$ cat src/rtl/gcn_argmax_pkg.sv
// Shared types and helpers for the streaming row-wise argmax engine.
// Holds the scan FSM state encoding, the address-width helper used to size
// row/column indices, and the score comparison used by the reduction.
package gcn_argmax_pkg;

    // Scan walk: wait for start, issue row reads, drain the last captured row.
    typedef enum logic [1:0] {
        ST_IDLE = 2'd0,
        ST_READ = 2'd1,
        ST_LAST = 2'd2
    } state_e;

    // Common comparison width: one bit wider than the widest supported score
    // (64 bits), so both sign- and zero-extended operands compare correctly.
    localparam int CMP_W = 65;

    // ceil(log2(n)), but never less than 1 so a degenerate size still gets a
    // usable one-bit index.
    function automatic int clog2_min1(input int n);
        int r;
        r = 0;
        for (int i = 0; i < 31; i++) begin
            if ((32'd1 << i) < 32'(n)) begin
                r = i + 1;
            end else begin
                r = r;
            end
        end
        return (r < 1) ? 1 : r;
    endfunction

    // Strict greater-than on operands already widened to CMP_W bits.
    // Callers sign-extend in signed mode and zero-extend otherwise.
    function automatic logic gt(input logic [CMP_W-1:0] a,
                                input logic [CMP_W-1:0] b,
                                input logic             signed_mode);
        if (signed_mode) begin
            return $signed(a) > $signed(b);
        end else begin
            return a > b;
        end
    endfunction

endpackage

$ cat src/rtl/argmax_stream_if.sv
// Bundle of the argmax engine's control, score-buffer read port and result
// arrays. The engine sits on the slave modport; the surrounding system
// (score buffer plus whoever kicks off a run) sits on the master modport.
interface argmax_stream_if
    import gcn_argmax_pkg::*;
#(
    parameter int FEATURE_ROWS = 6,
    parameter int COLS         = 3,
    parameter int DATA_WIDTH   = 16,
    parameter int ROW_AW       = clog2_min1(FEATURE_ROWS),
    parameter int IDX_W        = clog2_min1(COLS)
);

    logic                                    start;
    logic                                    rd_en;
    logic [ROW_AW-1:0]                       rd_row;
    logic [COLS-1:0][DATA_WIDTH-1:0]         row_data;
    logic                                    busy;
    logic                                    done;
    logic [FEATURE_ROWS-1:0][IDX_W-1:0]      max_idx;
    logic [FEATURE_ROWS-1:0][DATA_WIDTH-1:0] max_val;

    modport master (
        output start,
        output row_data,
        input  rd_en,
        input  rd_row,
        input  busy,
        input  done,
        input  max_idx,
        input  max_val
    );

    modport slave (
        input  start,
        input  row_data,
        output rd_en,
        output rd_row,
        output busy,
        output done,
        output max_idx,
        output max_val
    );

endinterface

$ cat src/rtl/argmax_reduce.sv
// Combinational argmax over one row of COLS scores.
// Linear scan from column 0 upward with a strict greater-than, so the first
// (lowest-index) occurrence of the maximum wins and an all-equal row yields 0.
// DATA_WIDTH must not exceed 64 so the widened compare keeps a spare bit.
module argmax_reduce
    import gcn_argmax_pkg::*;
#(
    parameter int COLS        = 3,
    parameter int DATA_WIDTH  = 16,
    parameter int SIGNED_MODE = 0,
    parameter int IDX_W       = clog2_min1(COLS)
) (
    input  logic [COLS-1:0][DATA_WIDTH-1:0] scores_i,
    output logic [IDX_W-1:0]                idx_o,
    output logic [DATA_WIDTH-1:0]           val_o
);

    localparam logic IS_SIGNED = (SIGNED_MODE != 0);

    logic [IDX_W-1:0]      best_idx_s;
    logic [DATA_WIDTH-1:0] best_val_s;

    // Extend a raw score to the common compare width in the selected mode.
    function automatic logic [CMP_W-1:0] widen(input logic [DATA_WIDTH-1:0] v);
        return {{(CMP_W - DATA_WIDTH){IS_SIGNED & v[DATA_WIDTH-1]}}, v};
    endfunction

    // Running maximum across the row; a later column replaces the champion
    // only when strictly larger, which keeps ties on the lowest index.
    always_comb begin
        best_idx_s = {IDX_W{1'b0}};
        best_val_s = scores_i[0];
        for (int c = 1; c < COLS; c++) begin
            if (gt(widen(scores_i[c]), widen(best_val_s), IS_SIGNED)) begin
                best_idx_s = IDX_W'(c);
                best_val_s = scores_i[c];
            end else begin
                best_idx_s = best_idx_s;
                best_val_s = best_val_s;
            end
        end
    end

    assign idx_o = best_idx_s;
    assign val_o = best_val_s;

endmodule

$ cat src/rtl/argmax_stream.sv
// Row-wise argmax engine for the GCN output stage.
// On start it reads rows 0..FEATURE_ROWS-1 from a one-cycle-latency score
// buffer, reduces each returned row to (index, value) and stores it in the
// result arrays. done pulses for one cycle once the last row is stored;
// results then hold until rows are overwritten by a later run.
module argmax_stream
    import gcn_argmax_pkg::*;
#(
    parameter int FEATURE_ROWS = 6,
    parameter int COLS         = 3,
    parameter int DATA_WIDTH   = 16,
    parameter int SIGNED_MODE  = 0,
    parameter int ROW_AW       = clog2_min1(FEATURE_ROWS),
    parameter int IDX_W        = clog2_min1(COLS)
) (
    input  logic          clk,
    input  logic          rst_n,
    argmax_stream_if.slave bus
);

    localparam logic [ROW_AW-1:0] LAST_ROW = ROW_AW'(FEATURE_ROWS - 1);

    state_e                                  state_q;
    state_e                                  state_d;
    logic                                    rd_en_q;
    logic                                    rd_en_d;
    logic [ROW_AW-1:0]                       rd_row_q;
    logic [ROW_AW-1:0]                       rd_row_d;
    logic                                    busy_q;
    logic                                    busy_d;
    logic                                    done_q;
    logic                                    done_d;

    // Read strobe/address delayed by one cycle to line up with row_data.
    logic                                    cap_en_q;
    logic [ROW_AW-1:0]                       cap_row_q;

    logic [FEATURE_ROWS-1:0][IDX_W-1:0]      max_idx_q;
    logic [FEATURE_ROWS-1:0][DATA_WIDTH-1:0] max_val_q;

    logic [IDX_W-1:0]                        red_idx_s;
    logic [DATA_WIDTH-1:0]                   red_val_s;

    argmax_reduce #(
        .COLS        (COLS),
        .DATA_WIDTH  (DATA_WIDTH),
        .SIGNED_MODE (SIGNED_MODE),
        .IDX_W       (IDX_W)
    ) u_reduce (
        .scores_i (bus.row_data),
        .idx_o    (red_idx_s),
        .val_o    (red_val_s)
    );

    // Next-state and next-output decode for the IDLE -> READ -> LAST walk;
    // rd_row doubles as the row counter and parks at zero outside READ.
    always_comb begin
        state_d  = state_q;
        rd_en_d  = 1'b0;
        rd_row_d = rd_row_q;
        busy_d   = busy_q;
        done_d   = 1'b0;
        case (state_q)
            ST_IDLE: begin
                if (bus.start) begin
                    state_d  = ST_READ;
                    rd_en_d  = 1'b1;
                    rd_row_d = {ROW_AW{1'b0}};
                    busy_d   = 1'b1;
                end else begin
                    state_d  = ST_IDLE;
                    rd_row_d = {ROW_AW{1'b0}};
                    busy_d   = 1'b0;
                end
            end
            ST_READ: begin
                busy_d = 1'b1;
                if (rd_row_q == LAST_ROW) begin
                    state_d  = ST_LAST;
                    rd_en_d  = 1'b0;
                    rd_row_d = {ROW_AW{1'b0}};
                end else begin
                    state_d  = ST_READ;
                    rd_en_d  = 1'b1;
                    rd_row_d = rd_row_q + ROW_AW'(1);
                end
            end
            ST_LAST: begin
                // The final row is captured on this edge, so done and the
                // last result become visible together.
                state_d  = ST_IDLE;
                rd_row_d = {ROW_AW{1'b0}};
                busy_d   = 1'b0;
                done_d   = 1'b1;
            end
            default: begin
                state_d  = ST_IDLE;
                rd_row_d = {ROW_AW{1'b0}};
                busy_d   = 1'b0;
            end
        endcase
    end

    // FSM state and registered control outputs.
    always_ff @(posedge clk or negedge rst_n) begin
        if (!rst_n) begin
            state_q  <= ST_IDLE;
            rd_en_q  <= 1'b0;
            rd_row_q <= {ROW_AW{1'b0}};
            busy_q   <= 1'b0;
            done_q   <= 1'b0;
        end else begin
            state_q  <= state_d;
            rd_en_q  <= rd_en_d;
            rd_row_q <= rd_row_d;
            busy_q   <= busy_d;
            done_q   <= done_d;
        end
    end

    // Capture qualifier: marks the cycle in which row_data belongs to cap_row.
    always_ff @(posedge clk or negedge rst_n) begin
        if (!rst_n) begin
            cap_en_q  <= 1'b0;
            cap_row_q <= {ROW_AW{1'b0}};
        end else begin
            cap_en_q  <= rd_en_q;
            cap_row_q <= rd_row_q;
        end
    end

    // Result arrays: only the entry addressed by cap_row is written; all
    // other entries hold, so stale results persist until overwritten.
    always_ff @(posedge clk or negedge rst_n) begin
        if (!rst_n) begin
            max_idx_q <= {(FEATURE_ROWS * IDX_W){1'b0}};
            max_val_q <= {(FEATURE_ROWS * DATA_WIDTH){1'b0}};
        end else begin
            for (int r = 0; r < FEATURE_ROWS; r++) begin
                if (cap_en_q && (cap_row_q == ROW_AW'(r))) begin
                    max_idx_q[r] <= red_idx_s;
                    max_val_q[r] <= red_val_s;
                end else begin
                    max_idx_q[r] <= max_idx_q[r];
                    max_val_q[r] <= max_val_q[r];
                end
            end
        end
    end

    assign bus.rd_en   = rd_en_q;
    assign bus.rd_row  = rd_row_q;
    assign bus.busy    = busy_q;
    assign bus.done    = done_q;
    assign bus.max_idx = max_idx_q;
    assign bus.max_val = max_val_q;

endmodule

$ cat src/flat_wrapper.sv
// flat-port wrapper written by rule: the top's interface ports become plain ports
module argmax_stream_flat import gcn_argmax_pkg::*;
#(
    parameter int FEATURE_ROWS = 6,
    parameter int COLS         = 3,
    parameter int DATA_WIDTH   = 16,
    parameter int SIGNED_MODE  = 0,
    parameter int ROW_AW       = clog2_min1(FEATURE_ROWS),
    parameter int IDX_W        = clog2_min1(COLS)
)
  (clk, rst_n, bus_start, bus_row_data, bus_rd_en, bus_rd_row, bus_busy, bus_done, bus_max_idx, bus_max_val);
  argmax_stream_if #(.FEATURE_ROWS(FEATURE_ROWS), .COLS(COLS), .DATA_WIDTH(DATA_WIDTH), .ROW_AW(ROW_AW), .IDX_W(IDX_W)) bus_i ();
  input  logic clk;
  input  logic rst_n;
  input wire logic [$bits(bus_i.start)-1:0] bus_start;
  input wire logic [$bits(bus_i.row_data)-1:0] bus_row_data;
  output wire logic [$bits(bus_i.rd_en)-1:0] bus_rd_en;
  output wire logic [$bits(bus_i.rd_row)-1:0] bus_rd_row;
  output wire logic [$bits(bus_i.busy)-1:0] bus_busy;
  output wire logic [$bits(bus_i.done)-1:0] bus_done;
  output wire logic [$bits(bus_i.max_idx)-1:0] bus_max_idx;
  output wire logic [$bits(bus_i.max_val)-1:0] bus_max_val;
  assign bus_i.start = bus_start;
  assign bus_i.row_data = bus_row_data;
  assign bus_rd_en = bus_i.rd_en;
  assign bus_rd_row = bus_i.rd_row;
  assign bus_busy = bus_i.busy;
  assign bus_done = bus_i.done;
  assign bus_max_idx = bus_i.max_idx;
  assign bus_max_val = bus_i.max_val;
  argmax_stream #(.FEATURE_ROWS(FEATURE_ROWS), .COLS(COLS), .DATA_WIDTH(DATA_WIDTH), .SIGNED_MODE(SIGNED_MODE), .ROW_AW(ROW_AW), .IDX_W(IDX_W)) u_core (.clk(clk), .rst_n(rst_n), .bus(bus_i));
endmodule
$ cat config.mk
export PLATFORM = sky130hd
export DESIGN_NAME = argmax_stream_flat
export DESIGN_NICKNAME = d
export VERILOG_FILES = /design/src/rtl/gcn_argmax_pkg.sv /design/src/rtl/argmax_stream_if.sv /design/src/rtl/argmax_reduce.sv /design/src/rtl/argmax_stream.sv /design/src/flat_wrapper.sv
export SDC_FILE = /design/constraint.sdc
export NUM_CORES = 1
export LEC_CHECK = 0
export CORE_MARGIN = 4
export CORE_UTILIZATION = 55
export CTS_BUF_LIST = sky130_fd_sc_hd__clkbuf_2 sky130_fd_sc_hd__clkbuf_4 sky130_fd_sc_hd__clkbuf_8
export CTS_CLUSTER_DIAMETER = 200
export DETAILED_ROUTE_END_ITERATION = 8
export GPL_TIMING_DRIVEN = 1
export HOLD_SLACK_MARGIN = 0.1
export PLACE_DENSITY_LB_ADDON = 0.2
export SETUP_SLACK_MARGIN = 0.5
export SLEW_MARGIN = 25
export SYNTH_ARGS = -nofsm -noshare
export SYNTH_HDL_FRONTEND = slang
export SYNTH_SLANG_ARGS = --single-unit
$ cat constraint.sdc
create_clock -name clk -period 5.25 [get_ports clk]
set_clock_uncertainty 0.2 [all_clocks]
set_input_delay 1.05 -clock clk [delete_from_list [all_inputs] [get_ports clk]]
set_output_delay 1.05 -clock clk [all_outputs]
set_load 0.05 [all_outputs]
==> flow_metrics.env, run 1 <==
export IMPL_clockRootBuffer="clkbuf_8"
export IMPL_layout_cells_most_common="o211ai_1"
export IMPL_die_h_um=117
export IMPL_grt_pass1_wl_um=37900
export IMPL_start_kind="input port"
export IMPL_fp_coreArea_um2=11500
export IMPL_fin_area_um2=9870
export IMPL_syn_nets=731
export IMPL_slew_headroom=0.261
export IMPL_totalWireLength_um=26800
export IMPL_switching_power_mw=3.41
export IMPL_cts_sinks=119
export IMPL_setup_worst_path_end_class="flip-flop"
export IMPL_synth_edff_count=0
export IMPL_crit_fanout=8
export IMPL_synthCells=648
export IMPL_routed_via_count=7165
export IMPL_drcViolationCount=0
export IMPL_gp_congestion=0.959
export IMPL_cp_required_ns=5.35
export IMPL_synth_avg_cell_area_um2=10.0
export IMPL_async_reset_ff_frac=1.00
export IMPL_clockPowerShare=0.156
export IMPL_ant_nets=0
export IMPL_clock_latency_ns=0.44
export IMPL_seqPwrFrac=0.250
export IMPL_seq_area_um2=2980
export IMPL_switching_share=0.506
export IMPL_drive_above_1_share=0.256
export IMPL_p_leak_nw=4.23
export IMPL_min_path_cells=1
export IMPL_min_from="u_core.state_q[1]$_DFF_PN0_"
export IMPL_cts_made_buffers=17
export IMPL_diodes=0
export IMPL_dieArea_um2=13600
export IMPL_overflow=0
export IMPL_clk_path_buf_depth=2
export IMPL_maxSlewViolCount=0
export IMPL_htreeDepth=4
export IMPL_die_w_um=117
export IMPL_maxCapViolations=0
export IMPL_reg2reg_from="u_core.cap_en_q$_DFF_PN0_"
export IMPL_holdPathEnd="u_core.bus.busy$_DFF_PN0_"
export IMPL_worstReg2RegEnd="u_core.bus.max_idx[6]$_DFFE_PN0P_"
export IMPL_worstMarginPinSlew_ns=1.11
export IMPL_min_period_ns=4.90
export IMPL_yosysWarnings=0
export IMPL_reg2reg_depth=3
export IMPL_viasPerCell=6.99
export IMPL_crit_path_start="bus_row_data[17]"
export IMPL_synth_cell_types=41
export IMPL_layout_common_cells="o211ai_1 (169), clkdlybuf4s50_1 (137), dfrtp_1 (119)"
export IMPL_timing_hold_violations_final=0
export IMPL_internal_power_mw=3.33
export IMPL_tritoncts="built"
export IMPL_placedInstanceArea_um2=8970
export IMPL_multi_input_area_um2=3630
export IMPL_hold_worst_slack_ns=0.270
export IMPL_nFillCells=570
export IMPL_reg2reg_slack_ns=2.62
export IMPL_ys_ff_latch=119
export IMPL_hold_buffers=0
export IMPL_ir_drop_mv=0.454
export IMPL_p_per_area_nw_per_um2=682
export IMPL_rsz0062_at_grt="no"
export IMPL_setup_viol=0
export IMPL_wl_per_cell_um=26.1
export IMPL_grtUsageTotal=0.368
export IMPL_comb_power_share=0.594
export IMPL_io_buffers=164
export IMPL_clk_pin_slew_ns=0.07
export IMPL_status="finished clean"
export IMPL_rows=39
export IMPL_grt_pass1_vias=7179
export IMPL_drt_pre_antenna_iters=6
export IMPL_clock_fmax_mhz=204
export IMPL_hold_path_class="reg2reg"
export IMPL_finalNetCount=952
export IMPL_synth_area_um2=6500
export IMPL_final_util=0.857
export IMPL_drt_iter0_markers=1122
export IMPL_crit_arrival_ns=5.00
export IMPL_io_pins=165
export IMPL_grt_start_max_net_pins=48
export IMPL_seq_area_frac_synth=0.458
export IMPL_synth_flop_cell="dfrtp_1"
export IMPL_fin_crit_sh=0.934
export IMPL_dp_hpwl_um=16300
export IMPL_critPathKind="in2reg"
export IMPL_antenna_found_initial=0
export IMPL_initial_utilization=0.565
export IMPL_syn_to_final_growth_pct=51.8
layer usage:
layer | GRT usage | routed length, µm | share of wire | vias to the layer above
li1 | - | - | - | 2900
met3 | 0.124 | 3370 | 0.13 | 201
met1 | 0.440 | 9210 | 0.34 | 3384
met2 | 0.594 | 12500 | 0.47 | 680
met4 | 0.184 | 1680 | 0.063 | 0
met5 | 0 | 0 | 0 | -
synthesized netlist by cell type (4+ instances only):
cell type / n / area, µm²
o211ai_1: 169 / 1270
nand2_1: 120 / 450
dfrtp_1: 119 / 2980
clkbuf_1: 47 / 176
ha_1: 32 / 400
o211ai_2: 24 / 300
inv_1: 21 / 78.8
a21oi_1: 13 / 65.1
nor2_1: 13 / 48.8
nand3_1: 11 / 55.1
o21ai_0: 8 / 40.0
o31ai_1: 7 / 52.6
mux2i_2: 6 / 82.6
nand4_1: 6 / 37.5
mux2i_1: 5 / 50.1
nor3_1: 5 / 25.0
buf_1: 4 / 15.0
mux2i_4: 4 / 90.1
nor2b_1: 4 / 25.0
cell families after synthesis:
logic type / count (synthesis) / share of synthesized area
adders and majority gates: 32 / 0.0616
muxes: 15 / 0.0343
AOI/OAI and AO/OA: 233 / 0.284
and+or+nand+nor: 176 / 0.118
DFF: 119 / 0.458
buffers and inverters: 73 / 0.0446
critical path, stage by stage:
cell,delay (ns)
clkdlybuf4s50_1,0.51
ha_1,0.36
nand2b_1,0.10
a21oi_2,0.19
o21ai_2,0.10
a31oi_4,0.25
buf_12,0.17
mux2i_1,0.32
ha_1,0.32
a21oi_1,0.16
o21ai_0,0.12
a221oi_2,0.35
buf_4,0.20
nor2_4,0.10
buf_12,0.15
clkbuf_16,0.15
o211ai_1,0.19
o211ai_1,0.17
timing repair:
item / 4_1_cts / 5_1_grt
buffers inserted: 7 / 5
gates cloned: 1 / 3
setup endpoints to repair: 108 / 108
resized for setup: 34 / 74
pin swaps: 15 / 27
registers in the layout, summed over array words and instances, names as in the netlist:
name                flops
u_core.bus.max_val     96
u_core.bus.max_idx     12
u_core.bus.rd_row       3
u_core.cap_row_q        3
u_core.state_q          2
u_core.bus.busy         1
u_core.bus.done         1
u_core.cap_en_q         1
power groups by stage:
stage | logic (mW) | clock network, mW | registers, mW
after floorplan | 1.02 | 0 | 3.04
after global placement | 3.70 | 0 | 1.64
after detailed placement | 3.80 | 0 | 1.67
after CTS | 3.86 | 1.04 | 1.66
after global routing | 4.16 | 1.09 | 1.71
final | 4.00 | 1.05 | 1.68
cell type report:
type | count | share of cell area
repair buffers | 253 | 0.252
flip-flops and latches | 119 | 0.302
well taps | 143 | 0.0181
inverters | 21 | 0.00951
clock inverters | 11 | 0.0222
multi-input cells | 457 | 0.368
clock buffers | 21 | 0.0280
how the worst max path moves through the flow:
stage,end,slack (ns)
3_5_place_dp,u_core.bus.max_val[64]$_DFFE_PN0P_,-0.32
2_1_floorplan,u_core.bus.max_val[6]$_DFFE_PN0P_,0.42
3_3_place_gp,u_core.bus.max_val[49]$_DFFE_PN0P_,-0.18
4_1_cts,u_core.bus.max_val[59]$_DFFE_PN0P_,0.51
5_1_grt,u_core.bus.max_val[47]$_DFFE_PN0P_,0.16
6_report,u_core.bus.max_val[60]$_DFFE_PN0P_,0.35
metrics by stage:
stage | TNS [ns] | std cells | total power [mW] | worst slack (ns)
after detailed placement | -23.34 | 977 | 5.46 | -0.324
after floorplan | 0 | 648 | 4.06 | 0.416
after global routing | 0 | 1025 | 6.97 | 0.156
after global placement | -12.02 | 977 | 5.35 | -0.176
after CTS | 0 | 1017 | 6.55 | 0.509
final | 0 | 1025 | 6.73 | 0.348
Power figures use the tool's default switching activity.
==> inputs of run 2 (changes only) <==
--- a/config.mk
+++ b/config.mk
@@ -5,6 +5,7 @@
 export SDC_FILE = /design/constraint.sdc
 export NUM_CORES = 1
 export LEC_CHECK = 0
+export ABC_CLOCK_PERIOD_IN_PS = 5250
 export CORE_MARGIN = 4
 export CORE_UTILIZATION = 55
 export CTS_BUF_LIST = sky130_fd_sc_hd__clkbuf_2 sky130_fd_sc_hd__clkbuf_4 sky130_fd_sc_hd__clkbuf_8
==> results of run 2 <==
No change in the layout: final DEF, timing and power equal those of run 1.
==> inputs of run 3 (changes only) <==
--- a/config.mk
+++ b/config.mk
@@ -5,9 +5,11 @@
 export SDC_FILE = /design/constraint.sdc
 export NUM_CORES = 1
 export LEC_CHECK = 0
+export ABC_AREA = 1
 export ABC_CLOCK_PERIOD_IN_PS = 5250
+export CAP_MARGIN = 20
 export CORE_MARGIN = 4
-export CORE_UTILIZATION = 55
+export CORE_UTILIZATION = 54
 export CTS_BUF_LIST = sky130_fd_sc_hd__clkbuf_2 sky130_fd_sc_hd__clkbuf_4 sky130_fd_sc_hd__clkbuf_8
 export CTS_CLUSTER_DIAMETER = 200
 export DETAILED_ROUTE_END_ITERATION = 8
==> flow_metrics.env, run 3 <==
export IMPL_worstMarginPinSlew_ns=0.849
export IMPL_timing_hold_violations_final=0
export IMPL_drt_pre_antenna_iters=6
export IMPL_final_util=0.765
export IMPL_rows=38
export IMPL_initial_utilization=0.561
export IMPL_overflow=0
export IMPL_crit_fanout=16
export IMPL_cts_made_buffers=17
export IMPL_final_cells=1039
export IMPL_io_pins=165
export IMPL_synth_top_family_by_area="simple AND/OR/NAND/NOR gates"
export IMPL_hold_buffers=0
export IMPL_path_cells="clkdlybuf4s50_1, inv_1, ha_1, nand4_2, nor3_4, nand2_2, nand2_4, buf_4, nand3_1, and2_1, ha_1, clkinv_1, nor2_1, o21bai_1, nand2_1, nand2_1, nand2_1, nand2_1, nand2_1, nand2_4, inv_6, nand2_1, nand3_1, nand2_1"
export IMPL_p_leak_nw=4.21
export IMPL_synth_area_mux_share=0
export IMPL_drcViolationCount=0
export IMPL_synth_compound_area_frac=0.0292
export IMPL_synth_top_cell_area_share=0.483
export IMPL_fin_area_um2=8400
export IMPL_syn_nets=797
export IMPL_htreeDepth=4
export IMPL_hold_path_class="reg2reg"
export IMPL_clk_pin_slew_ns=0.07
export IMPL_min_period_ns=4.61
export IMPL_routed_via_count=5724
export IMPL_place_ws_ns=-0.0391
export IMPL_synth_area_um2=6160
export IMPL_slew_headroom=0.434
export IMPL_synth_flop_cell="dfrtp_1"
export IMPL_dieArea_um2=13200
export IMPL_fin_ws_ns=0.635
export IMPL_finalNetCount=970
export IMPL_seq_area_frac_synth=0.483
export IMPL_rsz0062_at_grt="yes"
export IMPL_synth_avg_cell_area_um2=8.63
export IMPL_dp_hpwl_um=13500
export IMPL_antenna_found_initial=0
export IMPL_fin_crit_sh=0.879
export IMPL_hold_worst_slack_ns=0.236
export IMPL_switching_share=0.521
export IMPL_grt_start_max_net_pins=55
export IMPL_clock_latency_ns=0.43
export IMPL_clockPowerShare=0.138
export IMPL_critPathMaxStageDelay_ns=0.52
export IMPL_status="finished clean"
export IMPL_totalWireLength_um=18000
export IMPL_drt_iter0_markers=400
export IMPL_setup_worst_path_end_class="flip-flop"
export IMPL_p_per_area_nw_per_um2=740
export IMPL_power_mw=6.22
export IMPL_seqPwrFrac=0.273
export IMPL_synth_cell_types=33
export IMPL_switching_power_mw=3.24
export IMPL_die_w_um=115
export IMPL_placed_cells=1002
export IMPL_async_reset_ff_frac=1.00
export IMPL_crit_path_top_delay_cell="clkdlybuf4s50_1"
export IMPL_critPathKind="in2reg"
export IMPL_largest_reg_flops=96
export IMPL_comb_power_share=0.589
export IMPL_fp_coreArea_um2=11000
export IMPL_cts_sinks=119
export IMPL_io_buffers=164
export IMPL_viasPerCell=5.51
export IMPL_tritoncts="built"
export IMPL_layout_cells_most_common="nand2_1"
export IMPL_synth_edff_count=0
export IMPL_path_buf_inv=5
export IMPL_layout_common_cells="nand2_1 (245), clkdlybuf4s50_1 (163), dfrtp_1 (119)"
export IMPL_synth_area_leaders="dfrtp_1 (48%), nand2_1 (15%), nand3_1 (9.4%)"
export IMPL_ant_nets=0
export IMPL_start_kind="input port"
export IMPL_wl_per_cell_um=17.4
export IMPL_yosys_area_share_adder=0.0650
export IMPL_clock_fmax_mhz=217
export IMPL_die_h_um=115
export IMPL_ir_drop_mv=0.590
export IMPL_synth_simple_area_share=0.363
export IMPL_grtUsageTotal=0.279
export IMPL_cp_required_ns=5.36
export IMPL_setup_viol=0
export IMPL_cpMostUsedCell="nand2_1"
export IMPL_synth_xor_area_frac=0.00142
export IMPL_clockRootBuffer="clkbuf_8"
export IMPL_gp_congestion=0.888
export IMPL_yosys_top_cells_count="nand2_1 (246), dfrtp_1 (119), nand3_1 (116)"
export IMPL_grt_pass1_vias=5852
export IMPL_syn_to_final_growth_pct=36.4
export IMPL_clk_path_buf_depth=2
export IMPL_yosysTopAreaCell="dfrtp_1"
export IMPL_crit_family="simple AND/OR/NAND/NOR gates"
export IMPL_grt_pass1_wl_um=28700
export IMPL_yosysWarnings=0
export IMPL_synth_most_common_cell="nand2_1"
export IMPL_placedInstanceArea_um2=7910
export IMPL_diodes=0
export IMPL_fin_setup_tns_ns=0
export IMPL_maxSlewViolCount=0
export IMPL_maxCapViolations=0
export IMPL_synthCells=714
export IMPL_crit_arrival_ns=4.73
export IMPL_drive_above_1_share=0.115
export IMPL_ys_ff_latch=119
export IMPL_internal_power_mw=2.98
run 3: cell count changes in the layout (fill, tap and decap cells not counted), moves of 24 or more:
cell	previous run	this run
o211ai_1	169	0
nand2_1	118	245
clkdlybuf4s50_1	137	163
nand3_1	5	115
inv_1	11	52
buf_4	76	12
o211ai_2	24	0
run 3: what timing repair did:
item | 4_1_cts | 5_1_grt
setup endpoints to repair | 54 | 108
pin swaps | 0 | 2
setup buffers | 0 | 6
gates resized for setup | 1 | 6
run 3: layer usage:
layer	share of wire	global-route usage	vias up
li1	-	-	2649
met1	0.38	0.345	2730
met2	0.50	0.459	295
met3	0.089	0.0768	50
met4	0.031	0.127	0
met5	0	0	-
run 3: path summary, 6_finish.rpt:
| kind | start | slack (ns) | cells after the start | to |
|---|---|---|---|---|
| setup / recovery | bus_row_data[11] | 0.64 | 24 | u_core.bus.max_val[36]$_DFFE_PN0P_ |
| hold / removal | u_core.bus.rd_row[2]$_DFF_PN0_ | 0.24 | 0 | u_core.cap_row_q[2]$_DFF_PN0_ |
| setup reg to reg | u_core.cap_en_q$_DFF_PN0_ | 2.68 | 7 | u_core.bus.max_idx[2]$_DFFE_PN0P_ |
| hold reg to reg | u_core.bus.rd_row[2]$_DFF_PN0_ | 0.24 | 0 | u_core.cap_row_q[2]$_DFF_PN0_ |
| max in group asynchronous | rst_n | 3.69 | 2 | u_core.bus.max_val[78]$_DFFE_PN0P_ |
| min in group asynchronous | rst_n | 0.38 | 1 | u_core.bus.max_val[42]$_DFFE_PN0P_ |
run 3: power by group through the flow:
stage	logic, mW	registers, mW	clock network [mW]
after CTS	3.64	1.69	0.860
after floorplan	0.941	3.10	0
after global routing	3.89	1.74	0.901
after detailed placement	3.63	1.69	0
after global placement	3.55	1.69	0
final	3.66	1.70	0.859
run 3: logic make-up (layout without fill, tap and decap cells):
logic type	count (synthesis)	in the layout
fa+ha+maj	32	32
xor+xnor	1	1
simple gates	448	448
compound gates	34	34
flops	119	119
buf+inv	80	265
run 3: layout make-up:
class                      instances  area, µm²
tap                              140        175
sequential                       119       2980
timing repair buffer             178       1780
multi-input combinational        515       2840
clock inverter                    14        175
inverter                          56        215
clock buffer                      17        234
fill                             754       2580
==> patch 1, RTL diff (config.mk and constraints of run 2) <==
`FEATURE_ROWS` is set to 6 in 3 places; all go to 5.
--- a/src/rtl/argmax_stream_if.sv
+++ b/src/rtl/argmax_stream_if.sv
@@ -4,7 +4,7 @@
 interface argmax_stream_if
     import gcn_argmax_pkg::*;
 #(
-    parameter int FEATURE_ROWS = 6,
+    parameter int FEATURE_ROWS = 5,
     parameter int COLS         = 3,
     parameter int DATA_WIDTH   = 16,
     parameter int ROW_AW       = clog2_min1(FEATURE_ROWS),
--- a/src/rtl/argmax_stream.sv
+++ b/src/rtl/argmax_stream.sv
@@ -6,7 +6,7 @@
 module argmax_stream
     import gcn_argmax_pkg::*;
 #(
-    parameter int FEATURE_ROWS = 6,
+    parameter int FEATURE_ROWS = 5,
     parameter int COLS         = 3,
     parameter int DATA_WIDTH   = 16,
     parameter int SIGNED_MODE  = 0,
--- a/src/flat_wrapper.sv
+++ b/src/flat_wrapper.sv
@@ -1,7 +1,7 @@
 // flat-port wrapper written by rule: the top's interface ports become plain ports
 module argmax_stream_flat import gcn_argmax_pkg::*;
 #(
-    parameter int FEATURE_ROWS = 6,
+    parameter int FEATURE_ROWS = 5,
     parameter int COLS         = 3,
     parameter int DATA_WIDTH   = 16,
     parameter int SIGNED_MODE  = 0,
Interface: changed (resized bus_max_idx and bus_max_val); port bits go from 165 to 147. No check against the original RTL was run, so the function may have changed too.
==> patch 1 against run 2 <==
  * First-iteration DRC count grew 9.4%
  * Design area grew 1.0%
  * Sequential cell count shrank 18
  * Routed wire length grew 7.2%
  * Clock power shrank 48%
  * Count of clock-buffer cells in the layout shrank 11
  * Setup slack gained 180 ps
  * Total power shrank 18%
  * Area after synthesis grew 3.5%
==> patch 1: results <==
group,metric,value,unit
global_route,grt_pass1_vias,7714,
place,gp_congestion,0.9592,
layout,n_fill_cell,709,
worst_setup_path,cpLargestDelayFamily,"buffers and inverters",
global_route,grt_util_met1,53.70,%
layout,clock_buffers,10,
worst_setup_path,worst_ep_arrival_time,4840,ps
clock_network,clk_latency,400,ps
yosys,syn-num-nets,838,
status,outcome,"complete, no violations",
place,dpl_cell_area,8851,um2
layout,nNonClkBuffers,272,
yosys,yosysUniqueCellTypes,50,
yosys,muxShareOfSynthArea,0.1488,%
timing,slew_headroom,29.37,%
global_route,grt_use_met2,61.31,%
layout,clkCellAreaFrac,2.095,%
place,hpwlAfterDp,18650,um
clock_network,htree_levels,3,
place,numPortBuffers,146,
layout,instances_no_fill,1112,
layout,largest_reg_flops,80,
layout,area_share_nonclk_buffers,27.53,%
routing,dr_wl_met3,3741,um
global_route,grt_pass1_wl,44050,um
yosys,synth_area_leaders,"dfrtp_1 (38%), o2111ai_1 (10%), o211ai_1 (9.0%)",
pwr,p_leak,4.176,nW
pwr,irDropWorstVdd,0.5811,mV
routing,via_per_inst,7.092,
clock_network,numCtsBuffers,9,
worst_setup_path,cp_max_fo,5,
==> patch 1: worst paths after layout <==
kind	from	end	slack [ps]	cells past startpoint
worst min-delay path	u_core.bus.rd_row[1]$_DFF_PN0_	u_core.cap_row_q[1]$_DFF_PN0_	250	0
min in group asynchronous	rst_n	u_core.bus.max_val[29]$_DFFE_PN0P_	590	1
worst min register to register	u_core.bus.rd_row[1]$_DFF_PN0_	u_core.cap_row_q[1]$_DFF_PN0_	250	0
max in group asynchronous	rst_n	u_core.bus.max_val[73]$_DFFE_PN0P_	3250	2
worst max register to register	u_core.cap_row_q[2]$_DFF_PN0_	u_core.bus.max_val[24]$_DFFE_PN0P_	2800	4
worst max-delay path	bus_row_data[16]	u_core.bus.max_val[69]$_DFFE_PN0P_	530	19
==> patch 1: report_power, final <==
part	leakage [nW]	switching [mW]	internal [mW]	total [mW]
clock	0.104	0.314	0.235	0.549
sequential	1.25	0.290	1.15	1.44
combinational	2.82	2.39	1.15	3.54
==> patch 2, RTL diff (settings of run 2) <==
Without the edit above. `SIGNED_MODE` is set to 0 in 3 places; all go to 1.
--- a/src/rtl/argmax_reduce.sv
+++ b/src/rtl/argmax_reduce.sv
@@ -7,7 +7,7 @@
 #(
     parameter int COLS        = 3,
     parameter int DATA_WIDTH  = 16,
-    parameter int SIGNED_MODE = 0,
+    parameter int SIGNED_MODE = 1,
     parameter int IDX_W       = clog2_min1(COLS)
 ) (
     input  logic [COLS-1:0][DATA_WIDTH-1:0] scores_i,
--- a/src/rtl/argmax_stream.sv
+++ b/src/rtl/argmax_stream.sv
@@ -9,7 +9,7 @@
     parameter int FEATURE_ROWS = 6,
     parameter int COLS         = 3,
     parameter int DATA_WIDTH   = 16,
-    parameter int SIGNED_MODE  = 0,
+    parameter int SIGNED_MODE  = 1,
     parameter int ROW_AW       = clog2_min1(FEATURE_ROWS),
     parameter int IDX_W        = clog2_min1(COLS)
 ) (
--- a/src/flat_wrapper.sv
+++ b/src/flat_wrapper.sv
@@ -4,7 +4,7 @@
     parameter int FEATURE_ROWS = 6,
     parameter int COLS         = 3,
     parameter int DATA_WIDTH   = 16,
-    parameter int SIGNED_MODE  = 0,
+    parameter int SIGNED_MODE  = 1,
     parameter int ROW_AW       = clog2_min1(FEATURE_ROWS),
     parameter int IDX_W        = clog2_min1(COLS)
 )
Check against the original RTL: not equivalent (Yosys sat finds a counterexample within 4 cycles, from zero or initial values and one cycle with rst_n low).
==> patch 2 against run 2 <==
  * The flow now finishes with violations (design-rule violations, negative setup slack)
  * Sequential cell count unchanged
  * Sequential share of layout area shrank 1.7 points
  * Routed wire length grew 43%
  * Area after synthesis fell by 5.9%
  * Critical path depth up 2
  * Design area grew 6.0%
  * Total power grew 10%
  * Synthesized cell count rose by 0.93%
  * Highest routed layer is now met5
  * Setup slack worse by 650 ps
  * Clock power shrank 7%
==> patch 2: results <==
group,metric,value,unit
status,outcome,"finished with violations",
status,violations,"design-rule violations, negative setup slack",
global_route,grt_max_degree,85,
routing,vias,8379,
timing,worst_slack,-304.0,ps
place,gp_congestion,0.9920,
worst_setup_path,rr_endpoint,"u_core.bus.max_val[42]$_DFFE_PN0P_",
yosys,synth_area_leaders,"dfrtp_1 (49%), o21ai_0 (9.2%), nand2_1 (9.1%)",
timing,slew_headroom,27.56,%
pwr,seqPwrFrac,24.6,%
pwr,clkPwrFrac,13.1,%
layout,drive_gt1_share,35.94,%
global_route,grt_util_met1,49.98,%
layout,fin_nets,1030,
global_route,grt_pass1_vias,7929,
global_route,antenna_found_initial,2,
clock_network,clkSlewWorstSetupHoldPaths,90,ps
global_route,grt_pass1_wl,44750,um
routing,wire_per_inst,34.78,um
clock_network,clk_latency,470,ps
timing,setup_violations,4,
place,hpwlAfterDp,16270,um
routing,drt_iter0_drc,1657,
routing,drc_errors,1,
global_route,track_usage,45.31,%
routing,wl_met2,16190,um
yosys,syn_area_per_cell,9.357,um2
routing,dr_wl_met3,5983,um
yosys,yosysUniqueCellTypes,42,
hold_path,min_path_cells,0,
place,dpl_cell_area,9039,um2
layout,instances_no_fill,1100,
yosys,ys_top_cells_by_count,"nand2_1 (149), dfrtp_1 (119), o21ai_0 (112)",
worst_setup_path,cp_max_fo,6,
pwr,p_sw_share,55.62,%
routing,met1Wirelength,11180,um
pwr,pg_seq,1.83,mW
global_route,grt_use_met2,75.23,%
layout,n_fill_cell,223,
global_route,use_met3,13.95,%
worst_setup_path,rrSetupSlack,2260,ps
pwr,p_leak,4.706,nW
routing,topRoutingLayerUsed,"met5",
[patch 2: logic make-up (layout without fill, tap and decap cells)]
group                    after synthesis  in the layout  share of synthesized area [%]
flip-flops                           119            119                          48.66
AO/OA/AOI/OAI                        207            207                          23.06
AND/OR/NAND/NOR                      221            221                          16.73
adder cells (fa/ha/maj)               32             32                          6.543
buffers and inverters                 75            381                          5.009
[patch 2: critical path, cell delays in order]
cell and delay [ps]:
clkdlybuf4s15_1 220, inv_1 60, ha_2 170, a21oi_2 150, o21ai_2 100, a2111o_1 480
buf_4 180, bufbuf_16 270, nor4_2 420, or3_1 230, ha_1 180, nor2b_1 80
o211ai_1 290, a211oi_4 130, buf_6 170, buf_6 130, o211ai_1 310, o41ai_4 140
buf_6 170, o21ai_0 670
[patch 2: area by class of cell]
cell class / count / area, um2 / share of cell area [%]
inverters: 37 / 156.4 / 1.494
clock inverters: 13 / 176.4 / 1.685
well taps: 140 / 175.2 / 1.673
clock buffers: 19 / 261.5 / 2.498
multi-input cells: 460 / 3744 / 35.76
flip-flops and latches: 119 / 2978 / 28.45
repair buffers: 312 / 2977 / 28.44
[patch 2: metrics by stage]
| stage | setup slack (ps) | setup TNS (ps) | utilization [%] | hold WS, ps |
|---|---|---|---|---|
| 2_1_floorplan | 407.9 | 0 | - | 216.7 |
| 3_3_place_gp | -311.9 | -21910 | 82.91 | 234.2 |
| 3_5_place_dp | -480.1 | -39150 | 83.02 | 234.8 |
| 4_1_cts | 471.2 | 0 | 91.70 | 269.6 |
| 5_1_grt | -315.3 | -1122 | 96.14 | 314.6 |
| 6_report | -304.0 | -421.4 | 96.14 | 297.3 |
[patch 2: what timing repair did]
item / 4_1_cts / 5_1_grt
pin swaps: 48 / 51
endpoints found under the setup margin: 108 / 108
cloned: 4 / 2
gates resized for setup: 162 / 142
buffers inserted: 15 / 6
hold endpoints to repair: 0 / 0
[patch 2: worst max path at each step]
stage | from | to | slack (ps) | depth (start not counted)
4_1_cts | bus_row_data[15] | u_core.bus.max_val[83]$_DFFE_PN0P_ | 470 | 20
3_3_place_gp | bus_row_data[7] | u_core.bus.max_val[36]$_DFFE_PN0P_ | -310 | 18
6_report | bus_row_data[4] | u_core.bus.max_val[42]$_DFFE_PN0P_ | -300 | 20
3_5_place_dp | bus_row_data[5] | u_core.bus.max_idx[4]$_DFFE_PN0P_ | -480 | 18
5_1_grt | bus_row_data[15] | u_core.bus.max_val[42]$_DFFE_PN0P_ | -320 | 23
2_1_floorplan | bus_row_data[15] | u_core.bus.max_val[39]$_DFFE_PN0P_ | 410 | 19
